[src/rtl/lc3_bus_arbiter.sv]
// lc3_bus_arbiter
// Round-robin owner of the LC-3 shared data bus. Grants one tri-state source
// at a time, inserts TURNAROUND dead cycles between owners and pre-empts an
// owner that has held the bus for MAX_HOLD cycles while someone else waits.
//
// Parameters:
//   NREQ        number of bus sources (2..8), default map 0=PC 1=MARMUX 2=ALU 3=MDR
//   TURNAROUND  idle cycles with all gates low between owners (0..3)
//   MAX_HOLD    gate-high cycles before a contested owner is released (2..255)
// Ports:
//   clk       system clock, rising edge
//   rst_n     asynchronous active-low reset
//   req       per-source level request, held until done
//   last      per-source final-cycle flag, only looked at for the owner
//   gate      registered one-hot (or zero) gate enables
//   owner     index of the current / most recent owner
//   bus_busy  registered copy of |gate
//   preempt   one-cycle pulse after a forced release
module lc3_bus_arbiter #(
  parameter int NREQ       = 4,
  parameter int TURNAROUND = 1,
  parameter int MAX_HOLD   = 16
) (
  input  logic                      clk,
  input  logic                      rst_n,
  input  logic [NREQ-1:0]           req,
  input  logic [NREQ-1:0]           last,
  output logic [NREQ-1:0]           gate,
  output logic [$clog2(NREQ)-1:0]   owner,
  output logic                      bus_busy,
  output logic                      preempt
);

  localparam int IW = $clog2(NREQ);
  localparam logic [IW:0]     NREQ_W    = (IW+1)'(NREQ);
  localparam logic [IW-1:0]   LAST_IDX  = IW'(NREQ - 1);
  localparam logic [7:0]      HOLD_LIM  = 8'(MAX_HOLD - 1);
  localparam logic [1:0]      TURN_INIT = (TURNAROUND > 0) ? 2'(TURNAROUND - 1) : 2'd0;
  localparam logic [NREQ-1:0] ONE       = {{(NREQ-1){1'b0}}, 1'b1};

  typedef enum logic [1:0] {IDLE, GRANT, TURN} state_t;

  state_t          state, state_nxt;
  logic [IW-1:0]   ptr, ptr_nxt;
  logic [7:0]      hold_cnt, hold_nxt;
  logic [1:0]      turn_cnt, turn_nxt;
  logic [NREQ-1:0] gate_nxt;
  logic [IW-1:0]   owner_nxt;
  logic            preempt_nxt;

  logic [NREQ-1:0] own_oh, others;
  logic            norm_rel, pre_rel;

  logic [NREQ-1:0] arb_req, arb_rot;
  logic [IW-1:0]   arb_off, arb_idx, arb_next;
  logic [IW:0]     arb_sum;
  logic            arb_found;
  logic            do_arb;

  always_ff @(posedge clk or negedge rst_n) begin
    if (!rst_n) begin
      state    <= IDLE;
      gate     <= '0;
      owner    <= '0;
      ptr      <= '0;
      hold_cnt <= '0;
      turn_cnt <= '0;
      preempt  <= 1'b0;
      bus_busy <= 1'b0;
    end else begin
      state    <= state_nxt;
      gate     <= gate_nxt;
      owner    <= owner_nxt;
      ptr      <= ptr_nxt;
      hold_cnt <= hold_nxt;
      turn_cnt <= turn_nxt;
      preempt  <= preempt_nxt;
      bus_busy <= |gate_nxt;
    end
  end

  // Release conditions for the current owner. Only the owner's bits of
  // req/last matter while granted.
  always_comb begin
    own_oh   = ONE << owner;
    others   = req & ~own_oh;
    norm_rel = (|(last & own_oh)) || !(|(req & own_oh));
    pre_rel  = (hold_cnt == HOLD_LIM) && (|others);
  end

  // The only arbitration that happens from GRANT is the zero-turnaround
  // handover, which must skip the releasing owner.
  always_comb begin
    arb_req = (state == GRANT) ? others : req;
  end

  // Rotate requests so that bit 0 is the ptr position, take the lowest set
  // bit, then rotate the offset back into a source index.
  always_comb begin
    arb_rot   = NREQ'({arb_req, arb_req} >> ptr);
    arb_found = 1'b0;
    arb_off   = '0;
    for (int i = NREQ - 1; i >= 0; i--) begin
      if (arb_rot[i]) begin
        arb_found = 1'b1;
        arb_off   = IW'(i);
      end
    end
    arb_sum = {1'b0, ptr} + {1'b0, arb_off};
    if (arb_sum >= NREQ_W) arb_sum = arb_sum - NREQ_W;
    arb_idx  = arb_sum[IW-1:0];
    arb_next = (arb_idx == LAST_IDX) ? '0 : arb_idx + 1'b1;
  end

  always_comb begin
    state_nxt   = state;
    gate_nxt    = gate;
    owner_nxt   = owner;
    ptr_nxt     = ptr;
    hold_nxt    = hold_cnt;
    turn_nxt    = turn_cnt;
    preempt_nxt = 1'b0;
    do_arb      = 1'b0;

    case (state)
      IDLE: do_arb = 1'b1;
      GRANT: begin
        if (norm_rel || pre_rel) begin
          gate_nxt    = '0;
          // A normal release wins over a coincident pre-emption.
          preempt_nxt = pre_rel && !norm_rel;
          if (TURNAROUND > 0) begin
            state_nxt = TURN;
            turn_nxt  = TURN_INIT;
          end else begin
            do_arb = 1'b1;
          end
        end else if (hold_cnt != 8'hFF) begin
          hold_nxt = hold_cnt + 8'd1;
        end
      end
      TURN: begin
        if (turn_cnt == 2'd0) do_arb = 1'b1;
        else                  turn_nxt = turn_cnt - 2'd1;
      end
      default: state_nxt = IDLE;
    endcase

    if (do_arb) begin
      if (arb_found) begin
        state_nxt = GRANT;
        gate_nxt  = ONE << arb_idx;
        owner_nxt = arb_idx;
        ptr_nxt   = arb_next;
        hold_nxt  = '0;
      end else begin
        state_nxt = IDLE;
        gate_nxt  = '0;
      end
    end
  end

endmodule

[config.mk]
export PLATFORM = sky130hd
export DESIGN_NAME = lc3_bus_arbiter
export DESIGN_NICKNAME = d
export VERILOG_FILES = /design/src/rtl/lc3_bus_arbiter.sv
export SDC_FILE = /design/constraint.sdc
export NUM_CORES = 1
export LEC_CHECK = 0
export CORE_MARGIN = 4
export CORE_UTILIZATION = 35
export DETAILED_ROUTE_END_ITERATION = 10
export PLACE_DENSITY = 0.52
export RECOVER_POWER = 100
export SYNTH_ARGS = -nofsm -noshare
export SYNTH_HDL_FRONTEND = slang
export SYNTH_SLANG_ARGS = --single-unit
[constraint.sdc]
create_clock -name clk -period 8.13 [get_ports clk]
set_input_delay 1.626 -clock clk [delete_from_list [all_inputs] [get_ports clk]]
set_output_delay 1.626 -clock clk [all_outputs]
set_load 0.02 [all_outputs]
==> results.yml <==
die:
  fp-row-count: 24
  io_pins: 18
  die_area_um2: 5790
  start_util_pct: 36.7
  core_um2: 4410
  fp.dieW_um: 76.1
  die_h_um: 76.1
power:
  vdd_drop_max_mv: 0.142
  p_per_area_nw_per_um2: 381
  leakagePower_nw: 0.741
worst_setup_path:
  crit_required_ns: 8.24
  critPathArrivalTime_ns: 4.74
  path_buf_inv: 1
  cp_top_family: "simple AND/OR/NAND/NOR gates"
  max_stage_delay_ns: 0.63
  cp_slowest_cell: "dlygate4sd3_1"
  start_kind: "input port"
  endpoint_kind: "flip-flop"
  cp_max_fo: 12
  worstPathCellList: "dlygate4sd3_1 > mux2i_1 > nor3_1 > nor2b_1 > a21oi_1 > o2bb2ai_1 > ha_1 > xor2_1 > ha_1 > nor2b_1 > nand3b_1 > mux2i_1 > o32ai_1"
  criticalPathCategory: "in -> reg"
final_layout:
  area_delta_synth_final_pct: 14.6
  final_area_um2: 1860
  fin_nets: 207
  final-instance-count-excl-fill: 240
  drive_gt1_share_pct: 4.79
  diodes: 0
detailed_routing:
  wire_per_inst_um: 16.4
  vias: 1394
  drt_iter0_markers: 77
  drt-pass1-iter-count: 4
  ant_nets: 0
  postRouteWirelength_mm: 3.94
  drc: 0
  via_per_inst: 5.81
synthesis:
  syn_avg_cell_area_um2: 9.32
  synth.net_count: 192
  yosys_warnings: 0
  synth_area_um2: 1620
  seq_area_frac_synth_pct: 34.0
  synth-edff-count: 0
  ys_types: 57
  syn_inst: 174
  synth_ff_type: "dfrtp_1"
  synth-seq-cells: 22
  synthArstFlopShare_pct: 100
clocking:
  cts_made_buffers: 3
  hold_buffers: 0
  clock-sinks: 22
  cts_buffer_depth: 2
  cts_tree: "done"
  cts_resized: 0
  path_clk_slew_ns: 0.09
  post_cts_buffers: 0
  cts_root_buf: "clkbuf_8"
  clock_latency_ns: 0.26
  h-tree-depth: 1
job:
  maxCapViolations: 0
placement:
  dp.cells: 236
  detailed_place_hpwl_mm: 2.96
  place_area_um2: 1810
  place_ws_ns: 3.27
  io_buffers: 17
  routabilityCongestion: 0.804
timing:
  max_freq_ghz: 0.216
  setup_ws_ns: 3.50
  worst_pin_slew_ns: 1.10
  hold_violations: 0
  finClkSkew_ns: 0.00648
  max_slew_margin_pct: 26.2
  drv_slew: 0
  setup_viol_count_final: 0
  tns_ns: 0
  rsz0062_at_grt: "false"
  fin_crit_sh_pct: 57.0
  finalCriticalPeriod_ns: 4.63
  fin_hold_ws_ns: 0.520
global_routing:
  grt_pass1_vias: 1430
  grt_overflow: 0
  grt_max_degree: 23
  grt_pass1_wl_mm: 6.89
  antenna_found_initial: 0
  grtUsageTotal_pct: 14.0
min_path:
  hold_class: "reg -> reg"
status:
  outcome: "completed"
## final timing paths
kind	cells past startpoint	endpoint	from	slack (ns)
hold / removal	1	hold_cnt[6]	hold_cnt[6]	0.52
min in group asynchronous	1	hold_cnt[6]	rst_n	1.98
max in group asynchronous	1	gate[2]	rst_n	5.53
hold reg to reg	1	hold_cnt[6]	hold_cnt[6]	0.52
setup reg to reg	14	bus_busy	state[1]	4.62
setup / recovery	13	bus_busy	req[3]	3.50
## routing by layer
| metal | share of wire (%) | track usage [%] | routed length (µm) | up-vias |
|---|---|---|---|---|
| li1 | - | - | - | 691 |
| met1 | 47 | 18.8 | 1850 | 672 |
| met2 | 47 | 22.8 | 1870 | 29 |
| met3 | 5.0 | 3.55 | 199 | 2 |
| met4 | 0.61 | 2.62 | 24 | 0 |
| met5 | 0 | 0 | 0 | - |
## logic make-up (layout without fill, tap and decap cells)
group           after synthesis  count (layout)  share of synthesized area [%]
simple gates                 62              62                           21.8
flops                        22              22                           34.0
buf+inv                      19              33                           5.40
xor+xnor                      3               3                           1.62
compound gates               48              48                           22.5
mux                          11              11                           8.02
fa+ha+maj                     9               9                           6.79
## worst register-to-register path, stage by stage (launching register included)
cell,delay (ns)
dfrtp_1,0.37
inv_1,0.08
ha_1,0.32
and4b_1,0.24
nor3_1,0.47
nor2b_1,0.25
a21oi_1,0.06
o2bb2ai_1,0.17
ha_1,0.41
xor2_1,0.14
ha_1,0.25
nor2b_1,0.25
nand3b_1,0.12
mux2i_1,0.14
o32ai_1,0.11
## synthesized netlist by cell type, drive strengths merged (2+ instances only)
| master | count | share of area (%) |
|---|---|---|
| a211o | 2 | 1.1 |
| a211oi | 2 | 0.93 |
| a21oi | 9 | 3.0 |
| a31oi | 6 | 2.3 |
| and2 | 2 | 0.77 |
| and3 | 2 | 0.77 |
| and4b | 2 | 1.2 |
| buf | 3 | 1.7 |
| clkbuf | 4 | 0.93 |
| dfrtp | 22 | 34 |
| ha | 8 | 6.2 |
| inv | 12 | 2.8 |
| mux2 | 3 | 2.3 |
| mux2i | 7 | 4.3 |
| nand2 | 9 | 2.1 |
| nand3 | 9 | 2.8 |
| nand3b | 2 | 0.93 |
| nand4 | 2 | 0.77 |
| nor2 | 9 | 2.1 |
| nor2b | 6 | 2.3 |
| nor3 | 4 | 1.2 |
| nor4 | 2 | 0.77 |
| nor4bb | 3 | 1.9 |
| o211ai | 2 | 0.93 |
| o21ai | 4 | 1.5 |
| o221ai | 3 | 1.6 |
| o2bb2ai | 2 | 1.1 |
| o31ai | 3 | 1.4 |
| o41ai | 2 | 1.5 |
| or3 | 5 | 1.9 |
| or4 | 2 | 0.93 |
| xor2 | 2 | 1.1 |
## through the flow
step           total power [mW]  utilization [%]
2_1_floorplan             0.521                -
3_3_place_gp              0.628             41.1
3_5_place_dp              0.643             41.1
4_1_cts                   0.728             42.3
5_1_grt                   0.774             42.1
6_report                  0.708             42.1
## area by class of cell
type / count / area (µm²)
clock buffer: 4 / 55.1
multi-input combinational: 133 / 972
sequential: 22 / 551
fill: 451 / 2560
timing repair buffer: 17 / 170
inverter: 12 / 45.0
tap: 52 / 65.1
## state kept, by name, summed over array words and instances, names as in the netlist
register and flops:
turn_cnt 2, ptr 2, preempt 1, hold_cnt 8, owner 2, bus_busy 1, state 2, gate 4
## power by group
part,internal (mW),leakage (nW),switching (mW)
registers,0.144,0.290,0.0448
clock network,0.0432,0.0288,0.0368
logic,0.185,0.423,0.254
total,0.372,0.741,0.336
## cell usage in the layout (no fill, tap or decap), types with 2 or more instances in the layout
master,count
and4b_1,2
nor4bb_1,3
nor2b_1,6
inv_1,11
a31oi_1,6
dlygate4sd3_1,10
o221ai_1,3
nor2_1,9
and2_1,2
mux2i_1,7
a211oi_1,2
nand3_1,9
or4_1,2
and3_1,2
a21oi_1,9
or3_1,5
o21ai_0,4
o211ai_1,2
clkdlybuf4s50_1,7
clkbuf_8,4
nor3_1,4
o31ai_1,3
nand3b_1,2
nand4_1,2
o2bb2ai_1,2
dfrtp_1,22
ha_1,8
nor4_1,2
xor2_1,2
a211o_1,2
mux2_2,2
nand2_1,9
Note: power is estimated with default switching activity, not from simulation.
